===== src/rtl/branch_hazard_ctrl.sv =====
// branch_hazard_ctrl
//
// This is the ID-stage control for the PC unit. It decodes the instruction
// held in IF/ID and resolves beq/bne by comparing the register operands. It
// then produces the redirect encoding that the PC consumes.
//
// A two-entry scoreboard (EX, MEM) tracks in-flight destination registers.
// A branch or jr whose source is still being produced stalls the front end.
// Every taken redirect flushes IF/ID, because there is no delay slot.
//
// Ports:
//   Clk         rising-edge clock
//   PcReSet     asynchronous active-high reset
//   Instr       IF/ID instruction word
//   InstrValid  IF/ID holds a real instruction (otherwise treated as a nop)
//   RsData      register file read of Instr[25:21]
//   RtData      register file read of Instr[20:16]
//   Branch      010 beq, 001 bne, 011 j/jal, 111 jr, 000 sequential
//   PcSel       conditional branch taken
//   Address     sign-extended Instr[15:0] (the PC applies the <<2)
//   JumpTarget  Instr[25:0]
//   JrTarget    RsData
//   Bobbles     hold PC and IF/ID and inject a bubble into EX
//   IfIdFlush   clear IF/ID at the next edge
//   StallCount  saturating count of cycles spent with Bobbles high
module branch_hazard_ctrl #(
    parameter int CNT_W = 16
) (
    input  logic             Clk,
    input  logic             PcReSet,
    input  logic [31:0]      Instr,
    input  logic             InstrValid,
    input  logic [31:0]      RsData,
    input  logic [31:0]      RtData,
    output logic [2:0]       Branch,
    output logic             PcSel,
    output logic [31:0]      Address,
    output logic [25:0]      JumpTarget,
    output logic [31:0]      JrTarget,
    output logic             Bobbles,
    output logic             IfIdFlush,
    output logic [CNT_W-1:0] StallCount
);

    localparam logic [5:0] OP_RTYPE = 6'b000000;
    localparam logic [5:0] OP_J     = 6'b000010;
    localparam logic [5:0] OP_JAL   = 6'b000011;
    localparam logic [5:0] OP_BEQ   = 6'b000100;
    localparam logic [5:0] OP_BNE   = 6'b000101;
    localparam logic [5:0] OP_LW    = 6'b100011;
    localparam logic [5:0] FN_JR    = 6'b001000;

    localparam logic [2:0] BR_SEQ  = 3'b000;
    localparam logic [2:0] BR_BEQ  = 3'b010;
    localparam logic [2:0] BR_BNE  = 3'b001;
    localparam logic [2:0] BR_JUMP = 3'b011;
    localparam logic [2:0] BR_JR   = 3'b111;

    typedef struct packed {
        logic       valid;
        logic [4:0] dst;
    } sb_entry_t;

    sb_entry_t        sb_ex_q, sb_ex_d;
    sb_entry_t        sb_mem_q, sb_mem_d;
    logic [CNT_W-1:0] stall_cnt_q, stall_cnt_d;

    logic [5:0] op;
    logic [5:0] funct;
    logic [4:0] rs;
    logic [4:0] rt;
    logic [4:0] rd;
    logic       is_beq, is_bne, is_j, is_jal, is_jr;
    logic       dst_valid;
    logic [4:0] dst;
    logic       rs_hit, rt_hit;
    logic       hazard;

    assign op    = Instr[31:26];
    assign funct = Instr[5:0];
    assign rs    = Instr[25:21];
    assign rt    = Instr[20:16];
    assign rd    = Instr[15:11];

    // Decode. An invalid slot decodes to nothing, so it neither redirects
    // nor occupies a scoreboard entry. Writes to $0 are dropped here, so
    // $0 can never match a scoreboard entry and never causes a stall.
    always_comb begin
        is_beq    = InstrValid && (op == OP_BEQ);
        is_bne    = InstrValid && (op == OP_BNE);
        is_j      = InstrValid && (op == OP_J);
        is_jal    = InstrValid && (op == OP_JAL);
        is_jr     = InstrValid && (op == OP_RTYPE) && (funct == FN_JR);
        dst_valid = 1'b0;
        dst       = 5'd0;
        if (InstrValid) begin
            if ((op == OP_RTYPE) && (funct != FN_JR)) begin
                dst_valid = 1'b1;
                dst       = rd;
            end else if ((op == OP_LW) || (op[5:3] == 3'b001)) begin
                dst_valid = 1'b1;
                dst       = rt;
            end else if (op == OP_JAL) begin
                dst_valid = 1'b1;
                dst       = 5'd31;
            end
        end
        if (dst == 5'd0) begin
            dst_valid = 1'b0;
        end
    end

    // Only branch operands are checked. ALU forwarding is handled by the
    // datapath, so other instructions never stall here.
    always_comb begin
        rs_hit = (rs != 5'd0) &&
                 ((sb_ex_q.valid  && (sb_ex_q.dst  == rs)) ||
                  (sb_mem_q.valid && (sb_mem_q.dst == rs)));
        rt_hit = (rt != 5'd0) &&
                 ((sb_ex_q.valid  && (sb_ex_q.dst  == rt)) ||
                  (sb_mem_q.valid && (sb_mem_q.dst == rt)));
        hazard = ((is_beq || is_bne || is_jr) && rs_hit) ||
                 ((is_beq || is_bne) && rt_hit);
    end

    // Redirect outputs. A stalled instruction must not redirect yet; it is
    // resolved in the first cycle its operands are safe to read.
    always_comb begin
        Bobbles    = hazard;
        Branch     = BR_SEQ;
        PcSel      = 1'b0;
        Address    = {{16{Instr[15]}}, Instr[15:0]};
        JumpTarget = Instr[25:0];
        JrTarget   = RsData;
        if (!hazard) begin
            if (is_beq) begin
                Branch = BR_BEQ;
                PcSel  = (RsData == RtData);
            end else if (is_bne) begin
                Branch = BR_BNE;
                PcSel  = (RsData != RtData);
            end else if (is_j || is_jal) begin
                Branch = BR_JUMP;
            end else if (is_jr) begin
                Branch = BR_JR;
            end
        end
        IfIdFlush  = PcSel || (Branch == BR_JUMP) || (Branch == BR_JR);
        StallCount = stall_cnt_q;
    end

    // Scoreboard shift and stall counter. A stalled ID instruction enters
    // EX as a bubble, so it does not claim its destination until it really
    // issues.
    always_comb begin
        sb_mem_d    = sb_ex_q;
        sb_ex_d     = '0;
        stall_cnt_d = stall_cnt_q;
        if (!hazard) begin
            sb_ex_d.valid = dst_valid;
            sb_ex_d.dst   = dst;
        end
        if (hazard && (stall_cnt_q != {CNT_W{1'b1}})) begin
            stall_cnt_d = stall_cnt_q + CNT_W'(1);
        end
    end

    always_ff @(posedge Clk or posedge PcReSet) begin
        if (PcReSet) begin
            sb_ex_q     <= '0;
            sb_mem_q    <= '0;
            stall_cnt_q <= '0;
        end else begin
            sb_ex_q     <= sb_ex_d;
            sb_mem_q    <= sb_mem_d;
            stall_cnt_q <= stall_cnt_d;
        end
    end

endmodule


===== config.mk =====
export PLATFORM = sky130hd
export DESIGN_NAME = branch_hazard_ctrl
export DESIGN_NICKNAME = d
export VERILOG_FILES = /design/src/rtl/branch_hazard_ctrl.sv
export SDC_FILE = /design/constraint.sdc
export NUM_CORES = 1
export LEC_CHECK = 0
export CAP_MARGIN = 40
export CORE_MARGIN = 2
export CORE_UTILIZATION = 37
export CTS_CLUSTER_DIAMETER = 30
export DETAILED_ROUTE_END_ITERATION = 12
export PLACE_DENSITY = 0.88
export SLEW_MARGIN = 20
export SYNTH_ARGS = -nofsm -noshare
export SYNTH_HDL_FRONTEND = slang
export SYNTH_SLANG_ARGS = --single-unit

===== constraint.sdc =====
create_clock -name Clk -period 5 [get_ports Clk]
set_clock_uncertainty 0.05 [all_clocks]
set_input_delay 0.75 -clock Clk [delete_from_list [all_inputs] [get_ports Clk]]
set_output_delay 0.75 -clock Clk [all_outputs]
set_load 0.02 [all_outputs]

Word-level counts from Yosys, hierarchy flattened
Cells that the tools add are included.
Storage, ports and cells
  flip-flop bits (word level): 28
  bits in latches: 0
  bits in writable memories: 0
  ROM bits: 0
  bits of input ports: 99
  word-level logic and storage cells: 70
  memories: 0
Cells by class
  $add $sub $neg: 1
  $mul: 0
  divide/modulo/power cells: 0
  magnitude comparators: 0
  equal/unequal tests: 17
  shifts and indexed selects: 0
  mux-type cells: 18
  bitwise logic cells: 0
  reduce and logical (&&, ||, !) cells: 29
Operator list (number)
  $eq 32x32->1: 1
  $ne 32x32->1: 1
  $eq 5x5->1: 4
  $mux 5: 4
  $add 16x1->16 const B: 1
  $logic_and 1x1->1: 16
  $ne 16x16->1 const B: 1
  $mux 3: 5
  $eq 6x2->1 const B: 2
  $eq 6x3->1 const B: 2
  $reduce_bool 5->1: 2
  $logic_or 1x1->1: 9
  $mux 1: 8
  $eq 6x4->1 const B: 1
  $eq 6x6->1 const B: 1
  $logic_not 6->1: 1
  $mux 6: 1
  $ne 6x4->1 const B: 1
  $logic_not 5->1: 1
  $eq 3x1->1 const B: 1
  $eq 3x2->1 const B: 1
  $eq 3x3->1 const B: 1

Depth between registers and ports, before layout
Gate-level depths: netlist of run 1.
  depth after elaboration: 11
  gate-level depth with buffers: 8
  gate-level depth less buffers: 7

Worst setup path before layout of run 1
OpenSTA, ideal clock, no wires.
  kind: in2out
  start point: input port Instr[1]
  end point: output port Branch[0]
  data arrival time: 2200 ps
  data required time: 4200 ps
  setup slack: 2000 ps
  stages on the path: 5
  path buffers: 0
  cells stage by stage: nor4b_1 a31oi_1 or3_1 nor2_1 nor2_1
RTL lines
  start, declared: RTL line 31  | input logic [31:0] Instr,
  $eq 6x4->1: RTL line 93  | is_jr = InstrValid && (op == OP_RTYPE) && (funct == FN_JR);
  $logic_and 1x1->1: RTL line 93
  $logic_or 1x1->1: RTL line 122  | hazard = ((is_beq || is_bne || is_jr) && rs_hit) ||
  $logic_and 1x1->1: RTL line 122
  $logic_or 1x1->1: RTL line 122
  via Bobbles: RTL line 40  | output logic Bobbles,
  $mux 3: RTL line 135  | if (!hazard) begin
  end, declared: RTL line 35  | output logic [2:0] Branch,
The timed path passes the listed nets, and every way through them passes these cells.

Final worst setup path of run 1
  start point: input port Instr[20]
  end point: output port Branch[0]
Between the ends
  word-level cells in the longest chain between the ends: 7
Ends and longest elaborated chain
  $eq 5x5->1, on equally long branches: RTL line 120, 121
  $logic_and 1x1->1, on equally long branches: RTL line 120, 121
  $logic_or 1x1->1: RTL line 120  | ((sb_ex_q.valid && (sb_ex_q.dst == rt)) ||
  $logic_and 1x1->1 (*): RTL line 119  | rt_hit = (rt != 5'd0) &&
  $logic_and 1x1->1 (*): RTL line 123  | ((is_beq || is_bne) && rt_hit);
  $logic_or 1x1->1 (*): RTL line 122
  $mux 3 (*): RTL line 135
Mark *: on every way between the ends. The rest lies on a longest branch, timed or not.

==> results of run 1 <==
-- per-stage QoR --
stage                     instance area, um2   power, W
final                                   4160  0.0006794
after floorplan                         2696  0.0003953
after global placement                  4074  0.0005014
after global routing                    4160  0.0007089
after detailed placement                4089  0.0005076
after CTS                               4160  0.0006841
-- final timing paths --
kind / slack [ps] / endpoint / cells past startpoint
worst max-delay path: 950 / Branch[0] / 8
worst min-delay path: 380 / sb_mem_q[5] / 0
worst max register to register: 2540 / StallCount[1] / 6
worst min register to register: 380 / sb_mem_q[5] / 0
max in group asynchronous: 3590 / sb_mem_q[4] / 3
min in group asynchronous: 800 / StallCount[10] / 2
-- report_power, final --
part	internal [W]	switching (W)
Clock	0.000107	0.0000701
Combinational	0.000153	0.000116
Sequential	0.000230	0.00000389
Total	0.000490	0.000190
-- flip-flops by register name, summed over array words and instances, names as in the netlist --
name        count
StallCount     16
sb_mem_q        6
sb_ex_q         6
-- cells in the final DEF, fill, tap and decap left out, drive strengths merged, types with 4 or more instances in the layout --
cell type / netlist / layout
nand2: 17 / 17
clkdlybuf4s50: 0 / 195
nor2: 23 / 23
dfrtp: 28 / 28
o22ai: 8 / 8
o21ai: 4 / 4
xor2: 12 / 12
xnor2: 55 / 55
nor4: 9 / 9
nand4: 16 / 16
nor3: 9 / 9
nand3: 4 / 4
-- per-layer routing --
layer / routed length (um) / vias up / track usage / part of all wire
met5: 0 / - / 0 / 0
met4: 161 / 0 / 0.05292 / 0.020
met3: 625 / 14 / 0.02955 / 0.079
met2: 4257 / 112 / 0.3758 / 0.54
met1: 2863 / 1145 / 0.2084 / 0.36
li1: - / 1175 / - / -
-- final cells by class --
type,count,share of cell area
Clock inverter,1,0.007218
Timing Repair Buffer,196,0.4728
Inverter,2,0.001805
Sequential cell,28,0.1684
Tap cell,99,0.02977
Clock buffer,3,0.009925
Multi-Input combinational cell,183,0.3101
-- cells in the mapped netlist --
| master | count | share of area |
|---|---|---|
| sky130_fd_sc_hd__and3_1 | 1 | 0.0023 |
| sky130_fd_sc_hd__nand4_1 | 15 | 0.035 |
| sky130_fd_sc_hd__mux2i_1 | 1 | 0.0037 |
| sky130_fd_sc_hd__buf_4 | 90 | 0.25 |
| sky130_fd_sc_hd__nand4_4 | 1 | 0.0079 |
| sky130_fd_sc_hd__nor4b_1 | 2 | 0.0065 |
| sky130_fd_sc_hd__a41oi_1 | 1 | 0.0032 |
| sky130_fd_sc_hd__a31oi_1 | 3 | 0.0070 |
| sky130_fd_sc_hd__a32oi_2 | 1 | 0.0060 |
| sky130_fd_sc_hd__clkbuf_1 | 3 | 0.0042 |
| sky130_fd_sc_hd__nand2b_1 | 1 | 0.0023 |
| sky130_fd_sc_hd__o22ai_1 | 8 | 0.019 |
| sky130_fd_sc_hd__or2_2 | 1 | 0.0023 |
| sky130_fd_sc_hd__o21ai_0 | 4 | 0.0074 |
| sky130_fd_sc_hd__o21a_1 | 2 | 0.0056 |
| sky130_fd_sc_hd__nor2_2 | 1 | 0.0023 |
| sky130_fd_sc_hd__nor4_4 | 2 | 0.016 |
| sky130_fd_sc_hd__nor3b_1 | 1 | 0.0028 |
| sky130_fd_sc_hd__mux2_2 | 1 | 0.0042 |
| sky130_fd_sc_hd__nor2b_1 | 1 | 0.0023 |
| sky130_fd_sc_hd__nor3_2 | 1 | 0.0037 |
| sky130_fd_sc_hd__buf_6 | 1 | 0.0042 |
| sky130_fd_sc_hd__nand3_1 | 4 | 0.0074 |
| sky130_fd_sc_hd__inv_1 | 2 | 0.0028 |
| sky130_fd_sc_hd__ha_1 | 1 | 0.0046 |
| sky130_fd_sc_hd__nor3_1 | 8 | 0.015 |
| sky130_fd_sc_hd__o32ai_1 | 1 | 0.0032 |
| sky130_fd_sc_hd__or4_4 | 1 | 0.0042 |
| sky130_fd_sc_hd__xor2_1 | 12 | 0.039 |
| sky130_fd_sc_hd__nor2_1 | 22 | 0.031 |
| sky130_fd_sc_hd__xnor2_1 | 55 | 0.18 |
| sky130_fd_sc_hd__dfrtp_1 | 28 | 0.26 |
| sky130_fd_sc_hd__nor4_1 | 7 | 0.016 |
| sky130_fd_sc_hd__or3_1 | 1 | 0.0023 |
| sky130_fd_sc_hd__nand2_1 | 17 | 0.024 |
| sky130_fd_sc_hd__a22oi_1 | 1 | 0.0028 |
| sky130_fd_sc_hd__a21oi_1 | 3 | 0.0056 |
| sky130_fd_sc_hd__nand4b_1 | 2 | 0.0065 |
-- cells by family after synthesis --
group                    Yosys count  share of synthesized area
adder cells (fa/ha/maj)            1                   0.004640
AND/OR/NAND/NOR                   89                     0.1889
XOR/XNOR                          67                     0.2176
flip-flops                        28                     0.2599
AO/OA/AOI/OAI                     24                    0.05940
multiplexers                       2                   0.007888
buffers and inverters             96                     0.2617
==> results.rst, run 1 <==
.. list-table::
   :header-rows: 1

   * - Metric
     - Value
   * - Total of endpoints with negative setup slack in the final report
     - 0
   * - Total congestion overflow after global routing
     - 0
   * - Post-Place Worst Slack
     - around 950 ps
   * - Largest net degree at the start of global routing
     - 21
   * - Fin worst setup slack
     - 953.9 ps
   * - Post-synthesis sequential area ratio
     - 0.2599
   * - Utilization after layout
     - 0.5829
   * - Bufs on Longest Clock Path
     - 2
   * - Highest net fanout along the worst path
     - 6
   * - Post-cts repair resize count
     - 0
   * - Routed Wire Length
     - just under 8 mm
   * - Count of placed standard cells in the final layout, fillers left out
     - 512
   * - Signal arrival time at the worst endpoint
     - roughly 3300 ps
   * - Crit-path leading delay family
     - buffers and inverters
   * - Final Hold Vio Count
     - 0
   * - Element type at the critical path start
     - input port
   * - CTS Hold Buffers Added
     - 0
   * - Number of antenna diodes
     - 0
   * - Via count normalized by instance count
     - around 4.8
   * - Max-cap violations
     - 0
   * - Crit path time final
     - between 4000 and 5000 ps
   * - Worst hold path class
     - reg -> reg
   * - Relative max-transition margin
     - 0.4535
   * - Sequential standard cell area
     - around 700 um2
   * - Unrepaired setup endpoints after global routing
     - no
   * - Number of primary I/O pins
     - between 200 and 250
   * - Number of filler instances in the final layout
     - around 650
   * - Final period util
     - 0.8092
   * - Cell total after placement
     - roughly 500
   * - Final routed wire length divided by cell count
     - ~15 um
   * - IR drop worst, VDD
     - roughly 0.00013 V
   * - Core area
     - slightly above 0.007 mm2
   * - Cell at the root of the clock tree
     - sky130_fd_sc_hd__clkbuf_8
   * - Synthesized area
     - between 0.002 and 0.003 mm2
   * - Number of synthesis warnings
     - 0
   * - Average footprint of a synthesized cell
     - slightly below 9 um2
   * - Number of design-rule violations left by the first detailed-router iteration
     - 85
   * - Slowest stage delay, CP
     - between 600 and 700 ps
   * - Die Height
     - between 80 and 90 um
   * - Global-route wire length before repair
     - 11.94 mm
   * - Accumulated negative setup slack
     - 0 ps
   * - Crit path buffers/inverters
     - 2
   * - Clock Latency Late Sink
     - 270 ps
   * - Peak clock frequency supported by timing
     - 247.2 MHz
   * - Clock sink count
     - 28
   * - Area occupied by multi-input gates
     - between 0.001 and 0.0015 mm2
   * - Distinct cell type count of the synthesized netlist
     - 38
   * - Outcome
     - complete, no violations
   * - Worst Setup End Kind
     - output pin
   * - CTS clock-pin slew for the worst setup and hold paths
     - approximately 90 ps
   * - Worst Hold Slack
     - 379.9 ps
   * - DPL Wire Length
     - 6.819 mm
   * - Last weighted congestion value of the routability-driven placer
     - about 0.86
   * - H-tree levels
     - 1
   * - First-pass detailed-route iteration total
     - 4
   * - Count of vias placed by the detailed router
     - 2446
   * - Total global-route track usage
     - 0.1908
   * - Worst setup startpoint
     - Instr[20]
   * - Slowest cell on the critical path
     - sky130_fd_sc_hd__clkdlybuf4s50_1
   * - Via count of the first global-routing pass
     - 2442
   * - Lkg Pwr
     - 1.606 nW
   * - Power per cell area
     - 163.3 mW/mm2
   * - Total clock buffers created by CTS
     - 3
   * - Library cell appearing most often on the critical path
     - sky130_fd_sc_hd__nor2_1
   * - Hold Crit Start
     - sb_ex_q[5]
   * - Number of nets in the layout
     - about 510
   * - Count of nets left with antenna violations after detail routing
     - 0
   * - Cells along the critical path
     - clkdlybuf4s50_1 > or4_4 > nor2_2 > nor2_1 > a22oi_1 > nor2_1 > nor2_1 > clkdlybuf4s50_1
   * - Number of slew-limit violations in the final report
     - 0
   * - Synthesis-stage register bit count
     - 28
   * - Slew at the pin with the worst max-slew slack
     - just over 800 ps
   * - Die X
     - approximately 89 um
   * - Critical path data required time
     - between 4000 and 5000 ps
   * - Number of antenna violations at the first check in global routing
     - 0
   * - Worst Setup Path Type
     - in -> out
   * - Starting Density
     - 0.3778
   * - Final routed DRC violation total
     - 0
   * - Layout cells sized above 1
     - 0.03390
   * - Number of rows in the core area
     - 31
   * - Syn nets
     - a little over 400
   * - Area growth, synth to finish
     - 54.29%
   * - Die Footprint
     - between 0.007 and 0.008 mm2
   * - Buffers inserted by post-CTS timing repair
     - 0
   * - Worst reg2reg startpoint
     - StallCount[0]
   * - Quantity of I/O buffers inserted on ports
     - between 150 and 200
   * - TritonCTS clock tree
     - done
   * - Number of instances in the synthesized netlist
     - between 300 and 400
Note: power is estimated with default switching activity, not from simulation.
==> run 2: changes to the inputs <==
- CORE_UTILIZATION: 37 -> 34
- PLACE_DENSITY: 0.88 -> 0.82
- clock period: 5 -> 4.1 ns (I/O delays scaled with it)
==> results.rst, run 2 (synthesis gave the netlist of run 1 again) <==
.. list-table::
   :header-rows: 1

   * - Metric
     - Value
   * - Highest-utilization routing layer at the global route stage
     - met2
   * - Met3 Usage GRT
     - 0.02579 (-0.003762)
   * - Clock Latency Late Sink
     - 270 ps (about the same)
   * - CTS Hold Buffers Added
     - 0 (unchanged)
   * - Placed Instance Area
     - 0.004113 mm2 (+0.58%)
   * - Power per cell area
     - 188.3 mW/mm2 (+15%)
   * - Post-cts repair resize count
     - 0 (unchanged)
   * - Critical path data required time
     - 3430 ps (-770 ps)
   * - Lkg Pwr
     - 1.609 nW (+0.19%)
   * - Count of nets left with antenna violations after detail routing
     - 0 (unchanged)
   * - Worst Hold Slack
     - 372.3 ps (-7.552 ps)
   * - Final routed DRC violation total
     - 0 (unchanged)
   * - Number of primary I/O pins
     - 211 (unchanged)
   * - Bufs on Longest Clock Path
     - 2 (unchanged)
   * - Die Height
     - 93.05 um (+4.1%)
   * - Sequential standard cell area
     - 700.7 um2 (unchanged)
   * - Total congestion overflow after global routing
     - 0 (unchanged)
   * - Number of rows in the core area
     - 32 (+3.2%)
   * - Largest net degree at the start of global routing
     - 21 (unchanged)
   * - M2 GR Usage
     - 0.3424 (-0.03337)
   * - Relative max-transition margin
     - 0.4526 (-0.0008680)
   * - Core area
     - 0.007687 mm2 (+7.7%)
   * - Total of endpoints with negative setup slack in the final report
     - 0 (unchanged)
   * - DPL Wire Length
     - 6.794 mm (-0.36%)
   * - Cell-internal power
     - 0.0005545 W (+13%)
   * - Number of slew-limit violations in the final report
     - 0 (unchanged)
   * - Max reg flops
     - 16 (unchanged)
   * - Peak clock frequency supported by timing
     - ~260 MHz
   * - First-pass detailed-route iteration total
     - 4 (unchanged)
   * - Element type at the critical path start
     - input port
   * - H-tree levels
     - 1 (unchanged)
   * - Highest net fanout along the worst path
     - 5 (-1)
   * - Global-route wire length before repair
     - 12.01 mm (+0.63%)
   * - Via count normalized by instance count
     - 4.785 (+0.16%)
   * - Commonest non-fill, non-tap cells in the layout
     - sky130_fd_sc_hd__clkdlybuf4s50_1, sky130_fd_sc_hd__xnor2_1, sky130_fd_sc_hd__dfrtp_1
   * - Quantity of I/O buffers inserted on ports
     - 195 (unchanged)
   * - Worst hold path class
     - reg -> reg
   * - Number of nets in the layout
     - 515 (+0.19%)
   * - Crit path time final
     - between 3000 and 4000 ps
   * - Switching component of the power
     - 0.0002303 W (+22%)
   * - Count of placed standard cells in the final layout, fillers left out
     - 516 (+0.78%)
   * - Worst Setup Path Type
     - in -> out
   * - Final Hold Vio Count
     - 0 (unchanged)
   * - Global-route track usage on met1
     - 0.1936 (-0.01473)
   * - Unrepaired setup endpoints after global routing
     - no
   * - Total global-route track usage
     - 0.1721 (-0.01877)
   * - Fraction of power consumed by the clock network
     - 0.218 (-0.043)
   * - Via count of the first global-routing pass
     - 2395 (-1.9%)
   * - Number of antenna violations at the first check in global routing
     - 0 (unchanged)
   * - Final routed wire length divided by cell count
     - 15.30 um (-0.95%)
   * - Design area
     - 0.004168 mm2 (+0.18%)
   * - TritonCTS clock tree
     - done
   * - Most frequent standard cell in the layout excluding fill and tap cells
     - sky130_fd_sc_hd__clkdlybuf4s50_1
   * - Final period util
     - 0.9248
   * - Total clock buffers created by CTS
     - 3 (unchanged)
   * - Routed Wire Length
     - 7.894 mm (-0.18%)
   * - Number of antenna diodes
     - 0 (unchanged)
   * - Number of design-rule violations left by the first detailed-router iteration
     - 51 (-40%)
   * - Max-cap violations
     - 0 (unchanged)
   * - Last weighted congestion value of the routability-driven placer
     - 0.8694 (+1.6%)
   * - Count of vias placed by the detailed router
     - 2469 (+0.94%)
   * - IR drop worst, VDD
     - 0.0001231 V (-6.7%)
   * - Number of filler instances in the final layout
     - 712 (+10%)
   * - Utilization after layout
     - 0.5422 (-0.04077)
   * - Die Footprint
     - 0.008658 mm2 (+8.4%)
   * - Area occupied by multi-input gates
     - 0.001290 mm2 (unchanged)
   * - Logic pwr share
     - 0.419 (+0.024)
   * - Accumulated negative setup slack
     - 0 ps (unchanged)
   * - Layout cells sized above 1
     - 0.03623 (+0.002334)
   * - Signal arrival time at the worst endpoint
     - 3130 ps (-120 ps)
   * - Area growth, synth to finish
     - 54.57%
   * - Slew at the pin with the worst max-slew slack
     - 821.1 ps (+1.301 ps)
   * - Outcome
     - complete, no violations
   * - Cell at the root of the clock tree
     - sky130_fd_sc_hd__clkbuf_8
   * - Starting Density
     - 0.3507 (-0.02706)
   * - Buffers inserted by post-CTS timing repair
     - 0 (unchanged)
   * - Switching power share of the total
     - 0.2935 (+0.01449)
   * - Part of the total power dissipated in sequential elements
     - 0.364 (+0.020)
   * - CTS clock-pin slew for the worst setup and hold paths
     - 90 ps (about the same)
   * - Worst Setup End Kind
     - output pin
   * - Die X
     - 93.05 um (+4.1%)
   * - Clock sink count
     - 28 (unchanged)
   * - Cell total after placement
     - 512 (+0.79%)
-- run 2: cell types whose count changed in the layout (fill, tap and decap cells not counted), sizes merged --
cell    change
clkbuf      +1
buf         +1
bufinv      -1
-- run 2: power by group through the flow --
| stage | sequential, W | clock (W) | combinational [W] |
|---|---|---|---|
| 6_report | 0.000285 | 0.000171 | 0.000329 |
| 4_1_cts | 0.000286 | 0.000174 | 0.000331 |
| 2_1_floorplan | 0.000289 | 0 | 0.000193 |
| 5_1_grt | 0.000286 | 0.000191 | 0.000348 |
| 3_5_place_dp | 0.000291 | 0 | 0.000329 |
| 3_3_place_gp | 0.000291 | 0 | 0.000321 |
-- run 2: final timing paths --
| kind | startpoint | to | slack (ps) | depth (start not counted) |
|---|---|---|---|---|
| worst max-delay path | Instr[0] | Bobbles | 310 | 6 |
| worst min-delay path | sb_ex_q[5] | sb_mem_q[5] | 370 | 0 |
| worst max register to register | StallCount[0] | StallCount[1] | 1610 | 6 |
| worst min register to register | sb_ex_q[5] | sb_mem_q[5] | 370 | 0 |
| max in group asynchronous | PcReSet | StallCount[0] | 2850 | 3 |
| min in group asynchronous | PcReSet | sb_mem_q[4] | 660 | 2 |
-- run 2: worst max-delay path, cell delays in order --
cell	delay, ps
sky130_fd_sc_hd__clkdlybuf4s50_1	470
sky130_fd_sc_hd__nor4b_1	430
sky130_fd_sc_hd__a31oi_1	170
sky130_fd_sc_hd__or3_1	350
sky130_fd_sc_hd__nor2_1	400
sky130_fd_sc_hd__clkdlybuf4s50_1	700
-- run 2: metrics by stage --
step | setup WS (ps) | power, W
after floorplan | 1370 | 0.0004821
after CTS | 339.6 | 0.0007905
after global routing | 184.7 | 0.0008246
after global placement | 427.8 | 0.0006120
final | 308.3 | 0.0007848
after detailed placement | 345.5 | 0.0006202
-- run 2: final cells by class --
cell class	count	area share
tap	102	0.03062
clock buffer	4	0.01321
timing repair buffer	197	0.4767
sequential	28	0.1681
multi-input combinational	183	0.3095
inverter	2	0.001801
-- run 2: per-layer routing --
layer / up-vias / wire length (um)
li1: 1184 / -
met1: 1146 / 2870
met2: 128 / 4339
met3: 11 / 624
met4: 0 / 59
met5: - / 0
==> run 3: changes to the inputs <==
- SETUP_SLACK_MARGIN: default -> 0.4
==> results.rst, run 3 (synthesis gave the netlist of run 1 again) <==
.. list-table::
   :header-rows: 1

   * - Metric
     - Value
   * - Largest net degree at the start of global routing
     - 21 (unchanged)
   * - Buffers inserted by post-CTS timing repair
     - 0 (unchanged)
   * - Total of endpoints with negative setup slack in the final report
     - 0 (unchanged)
   * - Routed Wire Length
     - 7.970 mm (+0.96%)
   * - Logic pwr share
     - 0.418 (about the same)
   * - Total clock buffers created by CTS
     - 3 (unchanged)
   * - Layout cells sized above 1
     - 0.04106 (+0.004831)
   * - Die Height
     - 93.05 um (unchanged)
   * - DPL Wire Length
     - 6.794 mm (unchanged)
   * - Worst Setup End Kind
     - output pin
   * - Worst hold path class
     - reg -> reg
   * - Post-cts repair resize count
     - 2 (+2)
   * - Number of slew-limit violations in the final report
     - 0 (unchanged)
   * - Number of antenna diodes
     - 0 (unchanged)
   * - Via count normalized by instance count
     - 4.756 (-0.61%)
   * - Slew at the pin with the worst max-slew slack
     - 817.3 ps (-3.777 ps)
   * - Power per cell area
     - 187.9 mW/mm2 (-0.18%)
   * - Cell total after placement
     - 512 (unchanged)
   * - CTS clock-pin slew for the worst setup and hold paths
     - 90 ps (about the same)
   * - Most frequent standard cell in the layout excluding fill and tap cells
     - sky130_fd_sc_hd__clkdlybuf4s50_1
   * - Accumulated negative setup slack
     - 0 ps (unchanged)
   * - Unrepaired setup endpoints after global routing
     - no
   * - Outcome
     - complete, no violations
   * - Count of placed standard cells in the final layout, fillers left out
     - 516 (unchanged)
   * - Part of the total power dissipated in sequential elements
     - 0.363 (about the same)
   * - Number of nets in the layout
     - 515 (unchanged)
   * - IR drop worst, VDD
     - 0.0001236 V (+0.42%)
   * - Final period util
     - 0.8790 (-0.04584)
   * - Die Footprint
     - 0.008658 mm2 (unchanged)
   * - Number of primary I/O pins
     - 211 (unchanged)
   * - Global-route wire length before repair
     - 12.02 mm (about the same)
   * - Worst Setup Path Type
     - in -> out
   * - CTS Hold Buffers Added
     - 0 (unchanged)
   * - H-tree levels
     - 1 (unchanged)
   * - Overall power consumption
     - 0.0007861 W (+0.17%)
   * - Crit path time final
     - 3604 ps (-187.9 ps)
   * - Die X
     - 93.05 um (unchanged)
   * - Total congestion overflow after global routing
     - 0 (unchanged)
   * - Count of nets left with antenna violations after detail routing
     - 0 (unchanged)
   * - Critical path data required time
     - 3430 ps (about the same)
   * - Core area
     - 0.007687 mm2 (unchanged)
   * - Fraction of power consumed by the clock network
     - 0.219 (about the same)
   * - Number of design-rule violations left by the first detailed-router iteration
     - 40 (-22%)
   * - Commonest non-fill, non-tap cells in the layout
     - sky130_fd_sc_hd__clkdlybuf4s50_1, sky130_fd_sc_hd__xnor2_1, sky130_fd_sc_hd__dfrtp_1
   * - Total global-route track usage
     - 0.1722 (about the same)
   * - R2R Setup Slk
     - 1620 ps (about the same)
   * - Cell-internal power
     - 0.0005545 W (about the same)
   * - TritonCTS clock tree
     - done
   * - Bufs on Longest Clock Path
     - 2 (unchanged)
   * - Clock Latency Late Sink
     - 270 ps (about the same)
   * - Clock sink count
     - 28 (unchanged)
   * - Count of vias placed by the detailed router
     - 2454 (-0.61%)
   * - Final routed DRC violation total
     - 0 (unchanged)
   * - Lkg Pwr
     - 1.670 nW (+3.8%)
   * - Relative max-transition margin
     - 0.4551 (+0.002518)
   * - Starting Density
     - 0.3507 (unchanged)
   * - Element type at the critical path start
     - input port
   * - Final routed wire length divided by cell count
     - 15.45 um (+0.96%)
   * - Quantity of I/O buffers inserted on ports
     - 195 (unchanged)
   * - Peak clock frequency supported by timing
     - 277.5 MHz (+5.2%)
   * - Cell at the root of the clock tree
     - sky130_fd_sc_hd__clkbuf_8
   * - Highest net fanout along the worst path
     - 5 (unchanged)
   * - Via count of the first global-routing pass
     - 2395 (unchanged)
   * - Post-Place Worst Slack
     - 345.5 ps (unchanged)
   * - Number of antenna violations at the first check in global routing
     - 0 (unchanged)
   * - Last weighted congestion value of the routability-driven placer
     - 0.8694 (unchanged)
   * - Final Hold Vio Count
     - 0 (unchanged)
   * - Fin worst setup slack
     - 496.3 ps (+187.9 ps)
   * - Number of rows in the core area
     - 32 (unchanged)
   * - Switching power share of the total
     - 0.2946 (+0.001164)
   * - Max-cap violations
     - 0 (unchanged)
   * - Switching component of the power
     - 0.0002316 W (+0.57%)
   * - First-pass detailed-route iteration total
     - 4 (unchanged)
   * - Area growth, synth to finish
     - 55.13%
   * - Max reg flops
     - 16 (unchanged)
   * - Signal arrival time at the worst endpoint
     - 2940 ps (-190 ps)
==> run 3: path summary, 6_finish.rpt <==
path,start,endpoint,cells after the start
setup reg to reg,StallCount[0],StallCount[1],6
setup / recovery,Instr[21],Bobbles,7
hold reg to reg,sb_ex_q[5],sb_mem_q[5],0
min in group asynchronous,PcReSet,sb_mem_q[2],2
hold / removal,sb_ex_q[5],sb_mem_q[5],0
max in group asynchronous,PcReSet,StallCount[0],3
==> run 3: layout make-up <==
cell class                 instances  area, um2
tap                              102      127.6
sequential                        28      700.7
fill                             709       3505
timing repair buffer             197       1993
inverter                           2      7.507
multi-input combinational        183       1299
clock buffer                       4      55.05
==> run 3: power by group through the flow <==
stage	clock, W	sequential [W]	combinational (W)
4_1_cts	0.000174	0.000286	0.000331
5_1_grt	0.000191	0.000286	0.000348
2_1_floorplan	0	0.000289	0.000193
6_report	0.000172	0.000285	0.000329
3_5_place_dp	0	0.000291	0.000329
3_3_place_gp	0	0.000291	0.000321
==> run 3: critical path: stages <==
cell	delay (ps)
sky130_fd_sc_hd__clkdlybuf4s50_1	570
sky130_fd_sc_hd__xnor2_1	150
sky130_fd_sc_hd__nand4_1	110
sky130_fd_sc_hd__o22ai_1	330
sky130_fd_sc_hd__a22oi_1	190
sky130_fd_sc_hd__nor2_2	310
sky130_fd_sc_hd__clkdlybuf4s50_1	660
==> run 3: metrics by stage <==
stage / area (um2) / util / hold slack, ps
finish: 4183 / 0.5441 / 372.3
global route: 4183 / 0.5441 / 380.2
CTS: 4169 / 0.5423 / 375.4
detailed placement: 4113 / 0.5350 / 350.2
global placement: 4085 / 0.5314 / 351.0
floorplan: 2696 / - / 323.5
==> run 3: routing by layer <==
metal / part of all wire / GRT usage
met5: 0 / 0
met4: 0.0078 / 0.02941
met3: 0.075 / 0.02579
met2: 0.56 / 0.3430
met1: 0.36 / 0.1936
